===== src/rtl/bisect_sqrt.sv =====
// -----------------------------------------------------------------------------
// bisect_sqrt
//
// Integer square root by bisection. Returns the largest x in 0..255 with
// x*x <= target. Every midpoint lo + half is produced by an external adder
// whose latency is ADD_LATENCY cycles (0 = combinational). The multiply and
// compare are done internally.
//
// Ports
//   clock       rising-edge clock
//   reset       asynchronous, active-low reset
//   start       request a new run (only honoured in IDLE)
//   target      16-bit unsigned radicand, captured when start is accepted
//   add_a       adder operand A (interval low bound lo)
//   add_b       adder operand B (half-span of the interval)
//   add_sum     adder result add_a + add_b
//   busy        high from the cycle after an accepted start until DONE is left
//   done        one-cycle pulse while the result is valid
//   root        floor(sqrt(target)), held until the next run completes
//   iter_count  bisection iterations completed in the current or last run
//
// State table
//   IDLE  | waiting for start; operands parked at 0
//   ISSUE | operands for this iteration presented to the adder
//   WAIT  | ADD_LATENCY cycles for the adder result
//   EVAL  | mid = add_sum, square and compare, narrow [lo, hi]
//   DONE  | root valid, done pulse, operands parked at 0
// -----------------------------------------------------------------------------
module bisect_sqrt #(
    parameter int ADD_LATENCY = 1   // legal range 0..3
) (
    input  logic        clock,
    input  logic        reset,
    input  logic        start,
    input  logic [15:0] target,
    output logic [7:0]  add_a,
    output logic [7:0]  add_b,
    input  logic [7:0]  add_sum,
    output logic        busy,
    output logic        done,
    output logic [7:0]  root,
    output logic [3:0]  iter_count
);

    typedef enum logic [2:0] {
        IDLE  = 3'd0,
        ISSUE = 3'd1,
        WAIT  = 3'd2,
        EVAL  = 3'd3,
        DONE  = 3'd4
    } state_t;

    // WAIT is a down-counter that exits when it reaches zero, so it is
    // loaded with one less than the number of wait cycles.
    localparam logic [1:0] WAIT_LOAD = (ADD_LATENCY > 0) ? 2'(ADD_LATENCY - 1) : 2'd0;

    state_t      state;
    logic [15:0] tgt;
    logic [7:0]  lo;
    logic [7:0]  hi;
    logic [1:0]  wait_cnt;

    logic [7:0]  mid;
    logic [15:0] mid_sq;
    logic        fits;
    logic [7:0]  lo_nxt;
    logic [7:0]  hi_nxt;
    logic [8:0]  span_nxt;
    logic [7:0]  half_nxt;

    // Interval update for EVAL. The span is formed in 9 bits because the
    // initial interval 0..255 holds 256 values. A failing compare implies
    // mid >= 1 (0*0 <= any target), so mid - 1 cannot wrap.
    always_comb begin
        mid      = add_sum;
        mid_sq   = 16'(mid) * 16'(mid);
        fits     = (mid_sq <= tgt);
        lo_nxt   = fits ? mid : lo;
        hi_nxt   = fits ? hi  : (mid - 8'd1);
        span_nxt = {1'b0, hi_nxt} - {1'b0, lo_nxt} + 9'd1;
        half_nxt = span_nxt[8:1];
    end

    always_ff @(posedge clock or negedge reset) begin
        if (!reset) begin
            state      <= IDLE;
            tgt        <= '0;
            lo         <= '0;
            hi         <= '0;
            wait_cnt   <= '0;
            add_a      <= '0;
            add_b      <= '0;
            busy       <= 1'b0;
            done       <= 1'b0;
            root       <= '0;
            iter_count <= '0;
        end else begin
            case (state)
                IDLE: begin
                    done <= 1'b0;
                    if (start) begin
                        tgt        <= target;
                        lo         <= 8'd0;
                        hi         <= 8'd255;
                        iter_count <= 4'd0;
                        busy       <= 1'b1;
                        // Operands are registered on the way into ISSUE so
                        // they are already stable for the whole ISSUE cycle.
                        add_a      <= 8'd0;
                        add_b      <= 8'd128;
                        state      <= ISSUE;
                    end
                end

                ISSUE: begin
                    if (ADD_LATENCY == 0) begin
                        state <= EVAL;
                    end else begin
                        wait_cnt <= WAIT_LOAD;
                        state    <= WAIT;
                    end
                end

                WAIT: begin
                    if (wait_cnt == 2'd0) begin
                        state <= EVAL;
                    end else begin
                        wait_cnt <= wait_cnt - 2'd1;
                    end
                end

                EVAL: begin
                    lo         <= lo_nxt;
                    hi         <= hi_nxt;
                    iter_count <= iter_count + 4'd1;
                    if (lo_nxt == hi_nxt) begin
                        root  <= lo_nxt;
                        done  <= 1'b1;
                        add_a <= 8'd0;
                        add_b <= 8'd0;
                        state <= DONE;
                    end else begin
                        add_a <= lo_nxt;
                        add_b <= half_nxt;
                        state <= ISSUE;
                    end
                end

                DONE: begin
                    done  <= 1'b0;
                    busy  <= 1'b0;
                    state <= IDLE;
                end

                default: begin
                    state <= IDLE;
                    busy  <= 1'b0;
                    done  <= 1'b0;
                    add_a <= '0;
                    add_b <= '0;
                end
            endcase
        end
    end

endmodule


===== config.mk =====
export PLATFORM = sky130hd
export DESIGN_NAME = bisect_sqrt
export DESIGN_NICKNAME = d
export VERILOG_FILES = /design/src/rtl/bisect_sqrt.sv
export SDC_FILE = /design/constraint.sdc
export NUM_CORES = 1
export LEC_CHECK = 0
export BUFFER_PORTS_ARGS = -buffer_cell sky130_fd_sc_hd__buf_2
export CAP_MARGIN = 20
export CORE_MARGIN = 2
export CORE_UTILIZATION = 63
export CTS_CLUSTER_DIAMETER = 120
export DETAILED_ROUTE_END_ITERATION = 7
export GPL_ROUTABILITY_DRIVEN = 0
export GPL_TIMING_DRIVEN = 0
export PLACE_DENSITY_LB_ADDON = 0.3
export SLEW_MARGIN = 20
export SYNTH_ARGS = -nofsm -noshare
export SYNTH_HDL_FRONTEND = slang
export SYNTH_SLANG_ARGS = --single-unit

===== constraint.sdc =====
create_clock -name clock -period 8.14 [get_ports clock]
set_clock_uncertainty 0.2 [all_clocks]
set_input_delay 0 -clock clock [delete_from_list [all_inputs] [get_ports clock]]
set_output_delay 0 -clock clock [all_outputs]
set_load 0.05 [all_outputs]

==> results.cfg <==
[worst_setup_path]
crit_fanout = 10
worst_path_largest_cell_delay_ps = 540
timing.reg2reg.setup_slack_ps = 3950
critical_path.endpoint_type = flip-flop
critPathLaunchType = input port
critPathKind = in -> reg
reg2reg_depth = 16
timing.rr.end = add_b[7]
r2r_start = tgt[14]
cp.required_ps = 8170
cpMostUsedCell = sky130_fd_sc_hd__fa_1
cp_slowest_cell = sky130_fd_sc_hd__fa_1
critical_path_arrival_ps = 7880

[routing]
drtIter0Drc = 246
drtAntennaViolNets = 0
detailroute.via_count = 4436
routed_wl_um = 12800
detail_route.drc_violations = 0
wl_per_cell_um = 16.7
firstDrtPassIters = 5
via_per_inst = 5.77

[run_status]
outcome = finished, final reports clean

[die]
die_area_um2 = 9340
num_rows = 33
dieHeight_um = 96.6
die_w_um = 96.6
placeableCoreArea_um2 = 8260
initial_utilization_pct = 65.5
io_pins = 57

[grt]
antenna_found_initial = 0
grt.busiest_layer = met2
grt_use_met3_pct = 4.41
met2_layer_usage_reported_by_global_route_pct = 47.6
grt_resource_usage_total_pct = 28.6
global_route.overflow_total = 0
wire_length_of_the_first_global_routing_pass_um = 21800
first_global_vias = 4665
gr-usage-met1_pct = 36.7
grt_start_max_net_pins = 54

[synthesis]
mappedNetlistNets = 679
synth-warning-count = 0
synth_seq_area_share_pct = 31.0
synthesis.instances = 563
ys_seq_elements = 67
synthDistinctLibCells = 62
synth_edf_count = 0
asyncSetResetFlopFracSynth_pct = 100
synth_ff_type = sky130_fd_sc_hd__dfrtp_1
syn_avg_cell_area_um2 = 9.60
synth.cell_area_um2 = 5410

[cts]
cts_root_buf = sky130_fd_sc_hd__clkbuf_8
tritoncts.num_buffers = 9
clock_tree_from_tritoncts = yes
clk_lat_worst_skew_ps = 360
cts.clk_slew.worst_paths_ps = 80
clock_tree.htree_level_count = 3
cts_sinks = 67
clk_path_buf_depth = 2
post-cts-setup-buffers = 0

[sta]
final_period_minus_worst_setup_slack_ps = 7850
setup_total_negative_slack_ps = 0
final_max_slew_viol_count = 0
worst_slew_pin_slew_ps = 713
final_critical_path_setup_slack_ps = 291
max_slew_margin_pct = 52.3
layout_worst_path_cycle_share_pct = 96.4
final-hold-violation-count = 0
setup_viol = 0
fmax_mhz = 127
rsz_0062_raised_after_global_routing = yes

[cells_and_area]
flow.area_growth_from_synthesis_pct = 18.3
design.final.nets = 775
post_route_cells_drive_above_1_share_pct = 18.2
num-fill-cells = 524
postLayoutCellArea_um2 = 6390
post-route-util_pct = 77.4
antenna_cells = 0

[placed_design]
place_area_um2 = 5850
numPortBuffers = 56
detailedPlacementHpwl_um = 9120
post_placement_worst_setup_slack_ps = -84.9

[hold_path]
min_path_cells = 4
worstHoldPathType = in -> reg
min_from = add_sum[6]
min_to = hi[7]

[run]
maxCapViolations = 0

[power]
max-vdd-ir-drop_mv = 0.246
static-leakage-power_nw = 3.11
power-per-cell-area_nw_per_um2 = 469
==> power breakdown <==
group / leakage, nW / total, mW / internal [mW] / switching, mW
sequential: 0.832 / 0.547 / 0.473 / 0.0738
combinational: 2.18 / 2.17 / 0.878 / 1.29
clock: 0.0966 / 0.285 / 0.142 / 0.143
total: 3.11 / 3.00 / 1.49 / 1.51
==> placed cells by master, fill, tap and decap left out, drive strengths merged, types with 11 or more instances in the layout <==
| master | count |
|---|---|
| and2 | 16 |
| inv | 70 |
| xnor2 | 20 |
| nand2 | 57 |
| xor2 | 12 |
| dlygate4sd3 | 29 |
| mux2i | 12 |
| a22o | 13 |
| mux2 | 11 |
| ha | 63 |
| buf | 67 |
| clkbuf | 22 |
| nor2 | 33 |
| fa | 26 |
| a21oi | 28 |
| o21ai | 41 |
| dfrtp | 67 |
==> flip-flops by register name, summed over array words and instances (netlist names) <==
signal      cells
add_b           8
lo              8
busy            1
done            1
state           3
iter_count      4
root            8
hi              8
add_a           8
wait_cnt        2
tgt            16
==> synth_stat cells, types with 3 or more instances <==
cell | count | share of area (%)
sky130_fd_sc_hd__nor2_1 | 32 | 2.2
sky130_fd_sc_hd__xnor2_1 | 20 | 3.2
sky130_fd_sc_hd__a21o_1 | 5 | 0.69
sky130_fd_sc_hd__o21ai_1 | 9 | 0.83
sky130_fd_sc_hd__nand3_1 | 5 | 0.46
sky130_fd_sc_hd__clkbuf_1 | 12 | 0.83
sky130_fd_sc_hd__fa_1 | 26 | 9.6
sky130_fd_sc_hd__buf_2 | 7 | 0.65
sky130_fd_sc_hd__nor3_1 | 6 | 0.56
sky130_fd_sc_hd__mux2i_2 | 7 | 1.8
sky130_fd_sc_hd__and2_1 | 16 | 1.9
sky130_fd_sc_hd__inv_1 | 68 | 4.7
sky130_fd_sc_hd__nor4_1 | 3 | 0.35
sky130_fd_sc_hd__ha_1 | 63 | 15
sky130_fd_sc_hd__nor2b_1 | 3 | 0.35
sky130_fd_sc_hd__nand2_1 | 57 | 4.0
sky130_fd_sc_hd__mux2_2 | 9 | 1.9
sky130_fd_sc_hd__dfrtp_1 | 67 | 31
sky130_fd_sc_hd__xor2_1 | 12 | 1.9
sky130_fd_sc_hd__o211ai_1 | 3 | 0.42
sky130_fd_sc_hd__a21oi_1 | 26 | 2.4
sky130_fd_sc_hd__nand4_1 | 5 | 0.58
sky130_fd_sc_hd__o21ai_0 | 31 | 2.9
sky130_fd_sc_hd__o22a_1 | 7 | 1.1
sky130_fd_sc_hd__a22o_1 | 13 | 2.1
sky130_fd_sc_hd__mux2i_1 | 5 | 0.93
==> area by class of cell <==
type | count | area (µm²) | share of cell area, %
Buffer | 22 | 114 | 1.78
Clock buffer | 10 | 128 | 2.00
Clock inverter | 6 | 65.1 | 1.02
Inverter | 69 | 259 | 4.05
Multi-Input combinational cell | 404 | 3420 | 53.5
Sequential cell | 67 | 1680 | 26.2
Tap cell | 105 | 131 | 2.06
Timing Repair Buffer | 86 | 601 | 9.40
==> worst max-delay path by stage <==
stage	startpoint	end	slack, ps	cells after the start
floorplan	add_sum[2]	add_b[7]	970	28
global placement	add_sum[2]	add_b[7]	90	29
detailed placement	add_sum[2]	add_b[7]	-80	30
CTS	add_sum[0]	add_b[7]	10	31
global route	add_sum[0]	add_b[7]	-30	31
finish	add_sum[0]	add_b[6]	290	31
==> logic make-up after synthesis <==
family | share of synthesized area, %
DFF | 31.0
adders and majority gates | 24.4
buffers and inverters | 6.83
and+or+nand+nor | 13.3
xor gates and xnor gates | 5.19
AOI/OAI and AO/OA | 14.1
muxes | 5.14
==> stage by stage <==
step                hold slack [ps]  cells  power [mW]
floorplan                      -496    563        2.11
global placement               1.48    724        2.44
detailed placement             -314    725        2.55
CTS                            6.47    769        2.89
global route                   40.8    769        3.23
finish                         20.9    769        3.00
==> layer usage <==
layer	share of wire [%]	wire length (µm)
met1	43	5500
met3	4.4	559
met5	0	0
met4	2.8	360
met2	50	6410
==> critical path, delay by kind of cell <==
family,cells,cell delay [ps]
muxes,1,350
adders and majority gates,9,3620
and+or+nand+nor,5,1190
AOI/OAI and AO/OA,9,1540
buffers and inverters,6,1020
xor gates and xnor gates,1,150
==> timing repair <==
| action | CTS | global route |
|---|---|---|
| endpoints found under the setup margin | 0 | 5 |
| hold buffers | 28 | 1 |
| hold endpoints to repair | 89 | 1 |
| gates resized for setup | 0 | 12 |
Note: power is estimated with default switching activity, not from simulation.
